**config.mk**
```make
export PLATFORM = sky130hd
export DESIGN_NAME = regbank_arbiter
export DESIGN_NICKNAME = d
export VERILOG_FILES = /design/src/rtl/regbank_pkg.sv /design/src/rtl/regbank_core.sv /design/src/rtl/regbank_arbiter.sv
export SDC_FILE = /design/constraint.sdc
export NUM_CORES = 1
export LEC_CHECK = 0
export CORE_ASPECT_RATIO = 1.2
export CORE_UTILIZATION = 55
export CTS_CLUSTER_DIAMETER = 60
export DETAILED_ROUTE_END_ITERATION = 8
export GPL_ROUTABILITY_DRIVEN = 0
export PLACE_DENSITY = 0.77
export SLEW_MARGIN = 10
export SYNTH_ARGS = -nofsm -noshare
export SYNTH_HDL_FRONTEND = slang
export SYNTH_SLANG_ARGS = --single-unit
```
**constraint.sdc**
```tcl
create_clock -name clk -period 2.49 [get_ports clk]
set_input_delay 0.747 -clock clk [delete_from_list [all_inputs] [get_ports clk]]
set_output_delay 0.747 -clock clk [all_outputs]
set_load 0.01 [all_outputs]
```
**src/rtl/regbank_pkg.sv**
```systemverilog
// Shared types and default sizes for the two-requester register bank arbiter.
// Imported by the storage core and by the arbiter top.
package regbank_pkg;

    localparam int DEF_DATA_W    = 8;
    localparam int DEF_ADDR_W    = 3;
    localparam int DEF_MAX_BURST = 4;

    // Records who owned the bank in the previous cycle.
    typedef enum logic [1:0] {
        IDLE = 2'd0,
        OWN0 = 2'd1,
        OWN1 = 2'd2
    } own_state_t;

endpackage

```
**src/rtl/regbank_core.sv**
```systemverilog
// Flop-based register bank: one write port and one registered read port.
// Every word clears on reset so that a restart never exposes stale contents.
module regbank_core
    import regbank_pkg::*;
#(
    parameter int DATA_W = DEF_DATA_W,
    parameter int ADDR_W = DEF_ADDR_W
) (
    input  logic              clk,
    input  logic              rst_n,
    input  logic              we,
    input  logic [ADDR_W-1:0] waddr,
    input  logic [DATA_W-1:0] wdata,
    input  logic              re,
    input  logic [ADDR_W-1:0] raddr,
    output logic [DATA_W-1:0] rdata
);

    localparam int DEPTH = 2 ** ADDR_W;

    logic [DATA_W-1:0] mem [DEPTH];

    // NOTE: the array sits inside the reset branch on purpose; the bank has to read
    // as all-zero right after reset, which rules out a RAM macro but suits a flop bank.
    always_ff @(posedge clk or negedge rst_n) begin
        if (!rst_n) begin
            for (int i = 0; i < DEPTH; i++) begin
                mem[i] <= '0;
            end
            rdata <= '0;
        end else begin
            if (we) begin
                mem[waddr] <= wdata;
            end
            if (re) begin
                rdata <= mem[raddr];
            end
        end
    end

endmodule

```
**src/rtl/regbank_arbiter.sv**
```systemverilog
// Two-requester arbiter in front of regbank_core with a rotating priority pointer
// and bounded lock bursts; accesses execute in the grant cycle.
module regbank_arbiter
    import regbank_pkg::*;
#(
    parameter int DATA_W    = DEF_DATA_W,
    parameter int ADDR_W    = DEF_ADDR_W,
    parameter int MAX_BURST = DEF_MAX_BURST
) (
    input  logic              clk,
    input  logic              rst_n,
    input  logic [1:0]        req,
    input  logic [1:0]        lock,
    input  logic [1:0]        we,
    input  logic [ADDR_W-1:0] addr0,
    input  logic [ADDR_W-1:0] addr1,
    input  logic [DATA_W-1:0] wdata0,
    input  logic [DATA_W-1:0] wdata1,
    output logic [1:0]        gnt,
    output logic [1:0]        rvalid,
    output logic [DATA_W-1:0] rdata
);

    localparam int              CNT_W      = (MAX_BURST > 1) ? $clog2(MAX_BURST) : 1;
    localparam logic [CNT_W-1:0] BURST_LAST = CNT_W'(MAX_BURST - 1);

    own_state_t        state, state_nxt;
    logic              prio, prio_nxt;
    logic [CNT_W-1:0]  burst_cnt, burst_nxt, run;
    logic              rd_pend, rd_pend_nxt;
    logic              granted, gidx;
    logic              core_we, core_re;
    logic [ADDR_W-1:0] gaddr;
    logic [DATA_W-1:0] gwdata;

    // Grant is gated by rst_n so it drops the instant reset asserts.
    always_comb begin
        gnt = 2'b00;
        if (rst_n) begin
            if (req == 2'b11) begin
                gnt = prio ? 2'b10 : 2'b01;
            end else begin
                gnt = req;
            end
        end
    end

    assign granted = |gnt;
    assign gidx    = gnt[1];
    assign gaddr   = gidx ? addr1 : addr0;
    assign gwdata  = gidx ? wdata1 : wdata0;
    assign core_we = granted & we[gidx];
    assign core_re = granted & ~we[gidx];

    // NOTE: every signal driven here gets a default first, so no path leaves one
    // unassigned and no latch is inferred.
    always_comb begin
        state_nxt   = IDLE;
        prio_nxt    = prio;
        burst_nxt   = burst_cnt;
        rd_pend_nxt = 1'b0;
        run         = '0;
        rvalid      = 2'b00;

        if (rd_pend) begin
            case (state)
                OWN0:    rvalid = 2'b01;
                OWN1:    rvalid = 2'b10;
                default: rvalid = 2'b00;
            endcase
        end

        if (granted) begin
            state_nxt   = gidx ? OWN1 : OWN0;
            rd_pend_nxt = ~we[gidx];
            // A grant to the non-priority side is an owner change: its burst starts from zero.
            run = (gidx == prio) ? burst_cnt : '0;
            if (lock[gidx] && (run < BURST_LAST)) begin
                prio_nxt  = gidx;
                burst_nxt = run + 1'b1;
            end else begin
                prio_nxt  = ~gidx;
                burst_nxt = '0;
            end
        end
    end

    // NOTE: state registers use non-blocking assignments so every flop samples
    // the pre-edge values regardless of statement order.
    always_ff @(posedge clk or negedge rst_n) begin
        if (!rst_n) begin
            state     <= IDLE;
            prio      <= 1'b0;
            burst_cnt <= '0;
            rd_pend   <= 1'b0;
        end else begin
            state     <= state_nxt;
            prio      <= prio_nxt;
            burst_cnt <= burst_nxt;
            rd_pend   <= rd_pend_nxt;
        end
    end

    regbank_core #(
        .DATA_W(DATA_W),
        .ADDR_W(ADDR_W)
    ) u_core (
        .clk  (clk),
        .rst_n(rst_n),
        .we   (core_we),
        .waddr(gaddr),
        .wdata(gwdata),
        .re   (core_re),
        .raddr(gaddr),
        .rdata(rdata)
    );

endmodule
```
==> results.ini, run 1 <==
[cts]
root_buffer = clkbuf_8
postCtsSetupBuffers = 0
clkLatencyLatePin_ps = 360
htree_num_levels = 3
cts_tree = yes
clk_path_buf_depth = 2
cts_inserted_buffers = 9
clock_sinks = 78
path_clk_slew_ps = 70

[final_layout]
antennaDiodeCount = 0
drive_above_1_share_pct = 20.8
fin_area_um2 = 5870
fin_nets = 576
fin_util_pct = 68.9
area_delta_synth_final_pct = 21.8
fillers = 659

[worst_setup_path]
startpoint_type = input port
cp.required_ps = 1740
critical_path.max_fanout = 5
path_cells = dlygate4sd2_1 -> a21boi_2 -> and2_1 -> clkdlybuf4s15_1
crit_type = in -> out
r2r-end = u_core.rdata[7]$_DFFE_PN0P_
crit_buf_inv = 2
reg2reg_from = prio$_DFFE_PN0P_
arrival_ps = 1620
slowest_stage = dlygate4sd2_1
endpoint_kind = output pin
rr_worst_depth = 7
startpoint = req[0]
max_stage_delay_ps = 260
path_delay_family = buffers and inverters
r2r_slack_ps = 330

[global_route]
gr-total-overflow = 0
grt_pass1_wl_um = 20900
grt_start_max_net_pins = 65
grt_pass1_vias = 4095
grtUsageTotal_pct = 30.7
antenna_found_initial = 0

[synth]
synth_top_area_share_pct = 40.5
synth_edf_count = 0
ys_warn_count = 0
ys.flop_type = dfrtp_1
synth_area_leaders = dfrtp_1 40%, mux2_1 12%, nand2b_1 7.9%, mux2_2 6.5%, nand2_1 5.1%
synth_top_area_cell = dfrtp_1
avgSynthCellArea_um2 = 10.2
synth_cells = 473
synth-seq-area-share_pct = 40.5
synth_common_cells = 78 x dfrtp_1, 66 x nand2_1, 61 x nand2b_1
yosys.cell_count.top_type = dfrtp_1
synth_area_um2 = 4820
syn_nets = 504
ys_types = 40
synthArstFlopShare_pct = 100
ys_ff_latch = 78

[route]
top_layer_used = met4
vias = 4136
viasPerCell = 6.22
wire_per_inst_um = 19.6
drt-total-wl_um = 13100
wl_met1_um = 5070
drtPass1Iterations = 5
ant_nets = 0
met2_length_um = 6400
drt-initial-drc-count = 305
drc = 0
wl_met3_um = 964

[worst_hold_path]
min_path_type = in -> async

[placed_design]
hpwlAfterDp_um = 9130
post_dp_cell_area_um2 = 5680
io_buffers = 41
pre_cts_ws_ps = -491

[sta]
setup_viol = 0
report.final.slew_viol_count = 0
period_needed_ps = 2360
fin_crit_sh_pct = 94.9
setup_ws_ps = 126
relSlewSlack_pct = 51.7
hold_violations = 0
fin_worst_skew_ps = 6.75
tns_ps = 0
rsz0062_at_grt = false
timing.fmax_mhz = 423
worst_slew_pin_slew_ps = 725

[pwr]
power_density_nw_per_um2 = 719
swShare_pct = 32.3
clkPwrFrac_pct = 21.1
pwr-share-comb_pct = 31.4
p_switching_mw = 1.36
irDropWorstVdd_v = 0.000463
p_int_mw = 2.86
leakage_nw = 2.50
power_frac_seq_pct = 47.5

[flow_run]
cap_viol_max_count = 0

[floorplanning]
io_pins = 42
rows = 37
core_area_um2 = 8520
die_h_um = 105
initial_core_util_pct = 56.6
dieArea_um2 = 9140
dieWidth_um = 87.5

[outcome]
status = completed

## worst reg2reg max path: stages (launching register included)
cell and delay [ps]:
dfrtp_1 490, nand2b_1 260, buf_4 150, buf_4 220
a22oi_1 120, a311oi_1 400, o2111ai_1 140, mux2_2 270
## cell families after synthesis
kind of cell	after synthesis	share of synthesized area, %
adder cells (fa/ha/maj)	1	0.260
flip-flops	78	40.5
AO/OA/AOI/OAI	116	18.1
multiplexers	82	19.1
AND/OR/NAND/NOR	157	18.4
buffers and inverters	39	3.71
## metrics by stage
stage / hold WS, ps / power [mW] / std cells
after CTS: 421 / 4.23 / 665
after global routing: 429 / 4.48 / 665
after detailed placement: 475 / 3.34 / 651
after global placement: 448 / 3.26 / 651
final: 409 / 4.22 / 665
after floorplan: 435 / 2.80 / 473
## per-layer routing
metal	global-route usage, %	up-vias
met2	49.6	170
met1	37.3	2028
met3	7.58	48
met5	0	-
li1	-	1890
met4	16.2	0
## how the worst max path moves through the flow
stage	end	slack, ps	cells past startpoint
2_1_floorplan	gnt[1]	180	5
4_1_cts	gnt[0]	120	4
3_3_place_gp	u_core.mem[4]$_DFFE_PN0P_	-460	6
5_1_grt	gnt[0]	50	4
3_5_place_dp	u_core.mem[6]$_DFFE_PN0P_	-490	6
6_report	gnt[0]	130	4
## cell usage in the layout, fill, tap and decap left out, types with 2 or more instances in the layout
| cell | Yosys | layout |
|---|---|---|
| buf_4 | 3 | 51 |
| inv_1 | 4 | 4 |
| clkdlybuf4s50_1 | 0 | 35 |
| dfrtp_1 | 78 | 78 |
| a311oi_1 | 8 | 8 |
| nand2_1 | 66 | 66 |
| a211oi_1 | 25 | 25 |
| a21oi_2 | 4 | 4 |
| dlygate4sd2_1 | 0 | 3 |
| and3b_1 | 2 | 2 |
| and2_1 | 6 | 6 |
| a22oi_1 | 32 | 32 |
| o211ai_2 | 2 | 2 |
| mux2i_1 | 2 | 2 |
| nor4b_4 | 2 | 2 |
| o21ai_0 | 3 | 3 |
| clkbuf_8 | 0 | 9 |
| nor2_1 | 6 | 5 |
| mux2_1 | 52 | 52 |
| nor4b_1 | 8 | 8 |
| clkbuf_1 | 24 | 3 |
| o22ai_1 | 24 | 24 |
| o2111ai_1 | 8 | 8 |
| nand2b_1 | 61 | 61 |
| buf_12 | 0 | 5 |
| mux2_2 | 28 | 28 |
| a21oi_1 | 2 | 2 |
## state kept, by name (all words and copies together), names as in the netlist
signal and count:
rd_pend 1, u_core.rdata 8, prio 1, u_core.mem 64, state 2, burst_cnt 2
## repair_timing
item,in CTS,in global routing
gates resized for setup,9,0
setup endpoints to repair,45,0
hold buffers,0,0
endpoints found under the hold margin,0,0
## power by group through the flow
stage | Clock, mW | Combinational (mW) | Sequential [mW]
6_report | 0.893 | 1.32 | 2.01
5_1_grt | 0.967 | 1.45 | 2.06
4_1_cts | 0.902 | 1.33 | 2.00
3_5_place_dp | 0 | 1.32 | 2.02
3_3_place_gp | 0 | 1.27 | 1.99
2_1_floorplan | 0 | 0.845 | 1.96
## layout make-up
type                            count  area (um^2)  area share, %
Multi-Input combinational cell    356         2710           46.2
Sequential cell                    78         1950           33.2
Timing Repair Buffer               96          875           14.9
Tap cell                          117          146           2.49
Clock buffer                       12          135           2.30
Clock inverter                      2         35.0          0.597
Inverter                            4         15.0          0.256
Power figures use the tool's default switching activity.
==> run 2, diff against run 1 <==
--- a/config.mk
+++ b/config.mk
@@ -5,6 +5,7 @@
 export SDC_FILE = /design/constraint.sdc
 export NUM_CORES = 1
 export LEC_CHECK = 0
+export ABC_AREA = 1
 export CORE_ASPECT_RATIO = 1.2
 export CORE_UTILIZATION = 55
 export CTS_CLUSTER_DIAMETER = 60
==> results.ini, run 2 <==
[outcome]
status = completed

[floorplanning]
io_pins = 42  ; unchanged
die_h_um = 98.1  ; -6.2%
dieWidth_um = 82.1  ; -6.1%
initial_core_util_pct = 57.5  ; +0.95 points
dieArea_um2 = 8050  ; -12%
rows = 34  ; -8.1%
core_area_um2 = 7360  ; -14%

[global_route]
grtUsageTotal_pct = 27.5  ; -3.2 points
grt_pass1_vias = 3549  ; -13%
grt_start_max_net_pins = 79  ; +22%
antenna_found_initial = 0  ; unchanged
grt_pass1_wl_um = 16400  ; -21%
gr-total-overflow = 0  ; unchanged

[synth]
synth_cells = 535  ; +13%
synth-seq-area-share_pct = 46.1  ; +5.6 points
ys_ff_latch = 78  ; unchanged
yosys.cell_count.top_type = nand2_1
synth_top_area_cell = dfrtp_1
ys.flop_type = dfrtp_1
ys_warn_count = 0  ; unchanged
synth_area_leaders = dfrtp_1 46%, nand2_1 16%, inv_1 7.2%, nand3_1 5.2%, o21ai_0 4.5%
ys_types = 27  ; -33%
synth_common_cells = 176 x nand2_1, 81 x inv_1, 78 x dfrtp_1
synth_area_um2 = 4230  ; -12%
avgSynthCellArea_um2 = 7.91  ; -22%
synth_edf_count = 0  ; unchanged
synth_top_area_share_pct = 46.1  ; +5.6 points
syn_nets = 566  ; +12%
synthArstFlopShare_pct = 100  ; unchanged

[worst_setup_path]
rr_worst_depth = 12  ; +5
r2r-end = u_core.mem[14]$_DFFE_PN0P_
crit_type = in -> out
reg2reg_from = prio$_DFFE_PN0P_
cp.required_ps = 1740  ; about the same
arrival_ps = 1610  ; about the same
critical_path.max_fanout = 2  ; -3
r2r_slack_ps = 550  ; +220 ps
startpoint_type = input port
endpoint_kind = output pin

[pwr]
swShare_pct = 34.5  ; +2.3 points
p_int_mw = 2.93  ; +2.5%
power_density_nw_per_um2 = 878  ; +22%
p_total_mw = 4.48  ; +6.1%
clkPwrFrac_pct = 20.7  ; -0.4 points
p_switching_mw = 1.55  ; +14%
leakage_nw = 2.54  ; +1.5%
power_frac_seq_pct = 44.8  ; -2.7 points
irDropWorstVdd_v = 0.000524  ; +13%
pwr-share-comb_pct = 34.6  ; +3.2 points

[route]
viasPerCell = 5.13  ; -18%
vias = 3540  ; -14%
drtPass1Iterations = 5  ; unchanged
drt-total-wl_um = 9880  ; -24%
drt-initial-drc-count = 214  ; -30%
wire_per_inst_um = 14.3  ; -27%
ant_nets = 0  ; unchanged
drc = 0  ; unchanged

[worst_hold_path]
hold-path-cell-count = 2
whs_endpoint = u_core.mem[39]$_DFFE_PN0P_
min_from = u_core.mem[39]$_DFFE_PN0P_
min_path_type = reg -> reg

[cts]
path_clk_slew_ps = 80  ; about the same
postCtsSetupBuffers = 0  ; unchanged
cts_hold_buf = 0  ; unchanged
clk_path_buf_depth = 2  ; unchanged
cts_tree = yes
clock_sinks = 78  ; unchanged
htree_num_levels = 3  ; unchanged
root_buffer = clkbuf_8
clkLatencyLatePin_ps = 350  ; about the same
cts_inserted_buffers = 9  ; unchanged

[sta]
relSlewSlack_pct = 34.6  ; -17 points
setup_ws_ps = 129  ; +2.63 ps
hold_slack_ps = 524  ; +115 ps
timing.fmax_mhz = 423  ; +0.11%
fin_crit_sh_pct = 94.8  ; -0.11 points
setup_viol = 0  ; unchanged
tns_ps = 0  ; unchanged
period_needed_ps = 2360  ; -2.63 ps
worst_slew_pin_slew_ps = 981  ; +256 ps
fin_worst_skew_ps = 6.45  ; -0.293 ps
rsz0062_at_grt = false
report.final.slew_viol_count = 0  ; unchanged
hold_violations = 0  ; unchanged

[final_layout]
fin_nets = 627  ; +8.9%
regMostFlops = u_core.mem
fillers = 594  ; -9.9%
fin_util_pct = 69.3  ; +0.41 points
reg_top3 = u_core.mem x64, u_core.rdata x8
drive_above_1_share_pct = 15.8  ; -5.0 points
fin_area_um2 = 5100  ; -13%
antennaDiodeCount = 0  ; unchanged
final_common_cell = nand2_1
layout_common_cells = 176 x nand2_1, 81 x inv_1, 78 x dfrtp_1
area_delta_synth_final_pct = 20.5
largest_register_ffs = 64  ; unchanged
stdcell_count = 690  ; +3.8%

[placed_design]
io_buffers = 41  ; unchanged
pre_cts_ws_ps = -322  ; +169 ps
post_dp_cell_area_um2 = 4920  ; -13%
place_inst = 675  ; +3.7%
hpwlAfterDp_um = 7010  ; -23%

[flow_run]
cap_viol_max_count = 0  ; unchanged

## run 2: worst max-delay path, cell delays in order
cell,delay [ps]
clkdlybuf4s50_1,480
nand2_1,90
inv_4,90
nand2_8,50
inv_4,40
clkbuf_2,110
## run 2: how the worst max path moves through the flow
| stage | from | endpoint | slack [ps] | depth (start not counted) |
|---|---|---|---|---|
| final | req[1] | gnt[1] | 130 | 6 |
| after global routing | req[1] | u_core.rdata[4]$_DFFE_PN0P_ | 50 | 14 |
| after CTS | req[1] | gnt[1] | 9 | 6 |
| after detailed placement | req[0] | gnt[0] | -320 | 4 |
| after global placement | req[0] | gnt[0] | -290 | 4 |
| after floorplan | rst_n | gnt[1] | 460 | 5 |
## run 2: kinds of logic (layout without fill, tap and decap cells)
family | Yosys count | after routing | share of synthesized area [%]
adder cells (fa/ha/maj) | 1 | 1 | 0.295
buffers and inverters | 107 | 172 | 11.7
flip-flops | 78 | 78 | 46.1
AND/OR/NAND/NOR | 278 | 278 | 32.7
AO/OA/AOI/OAI | 71 | 71 | 9.25
## run 2: power by group through the flow
| stage | Sequential, mW | Combinational, mW | Clock (mW) |
|---|---|---|---|
| after floorplan | 2.01 | 1.03 | 0 |
| after global placement | 2.00 | 1.48 | 0 |
| after detailed placement | 2.03 | 1.53 | 0 |
| after CTS | 2.00 | 1.55 | 0.940 |
| after global routing | 2.05 | 1.77 | 0.993 |
| final | 2.01 | 1.55 | 0.926 |
## run 2: layout make-up
| class | instances | area [um^2] | area share, % |
|---|---|---|---|
| clock buffers | 9 | 124 | 2.43 |
| clock inverters | 6 | 63.8 | 1.25 |
| inverters | 89 | 344 | 6.74 |
| multi-input cells | 350 | 1790 | 35.1 |
| flip-flops and latches | 78 | 1950 | 38.3 |
| well taps | 90 | 113 | 2.21 |
| repair buffers | 68 | 716 | 14.0 |
## run 2: timing repair
action                                  CTS  global route
pin swaps                                 0             0
endpoints found under the setup margin    2             4
resized for setup                         6             4
## run 2: routing by layer
| metal | vias up | part of all wire, % | GRT usage [%] |
|---|---|---|---|
| met5 | - | 0 | 0 |
| met4 | 0 | 2.9 | 12.6 |
| met3 | 20 | 4.8 | 4.58 |
| met2 | 111 | 49 | 45.0 |
| met1 | 1651 | 44 | 34.9 |
| li1 | 1758 | - | - |
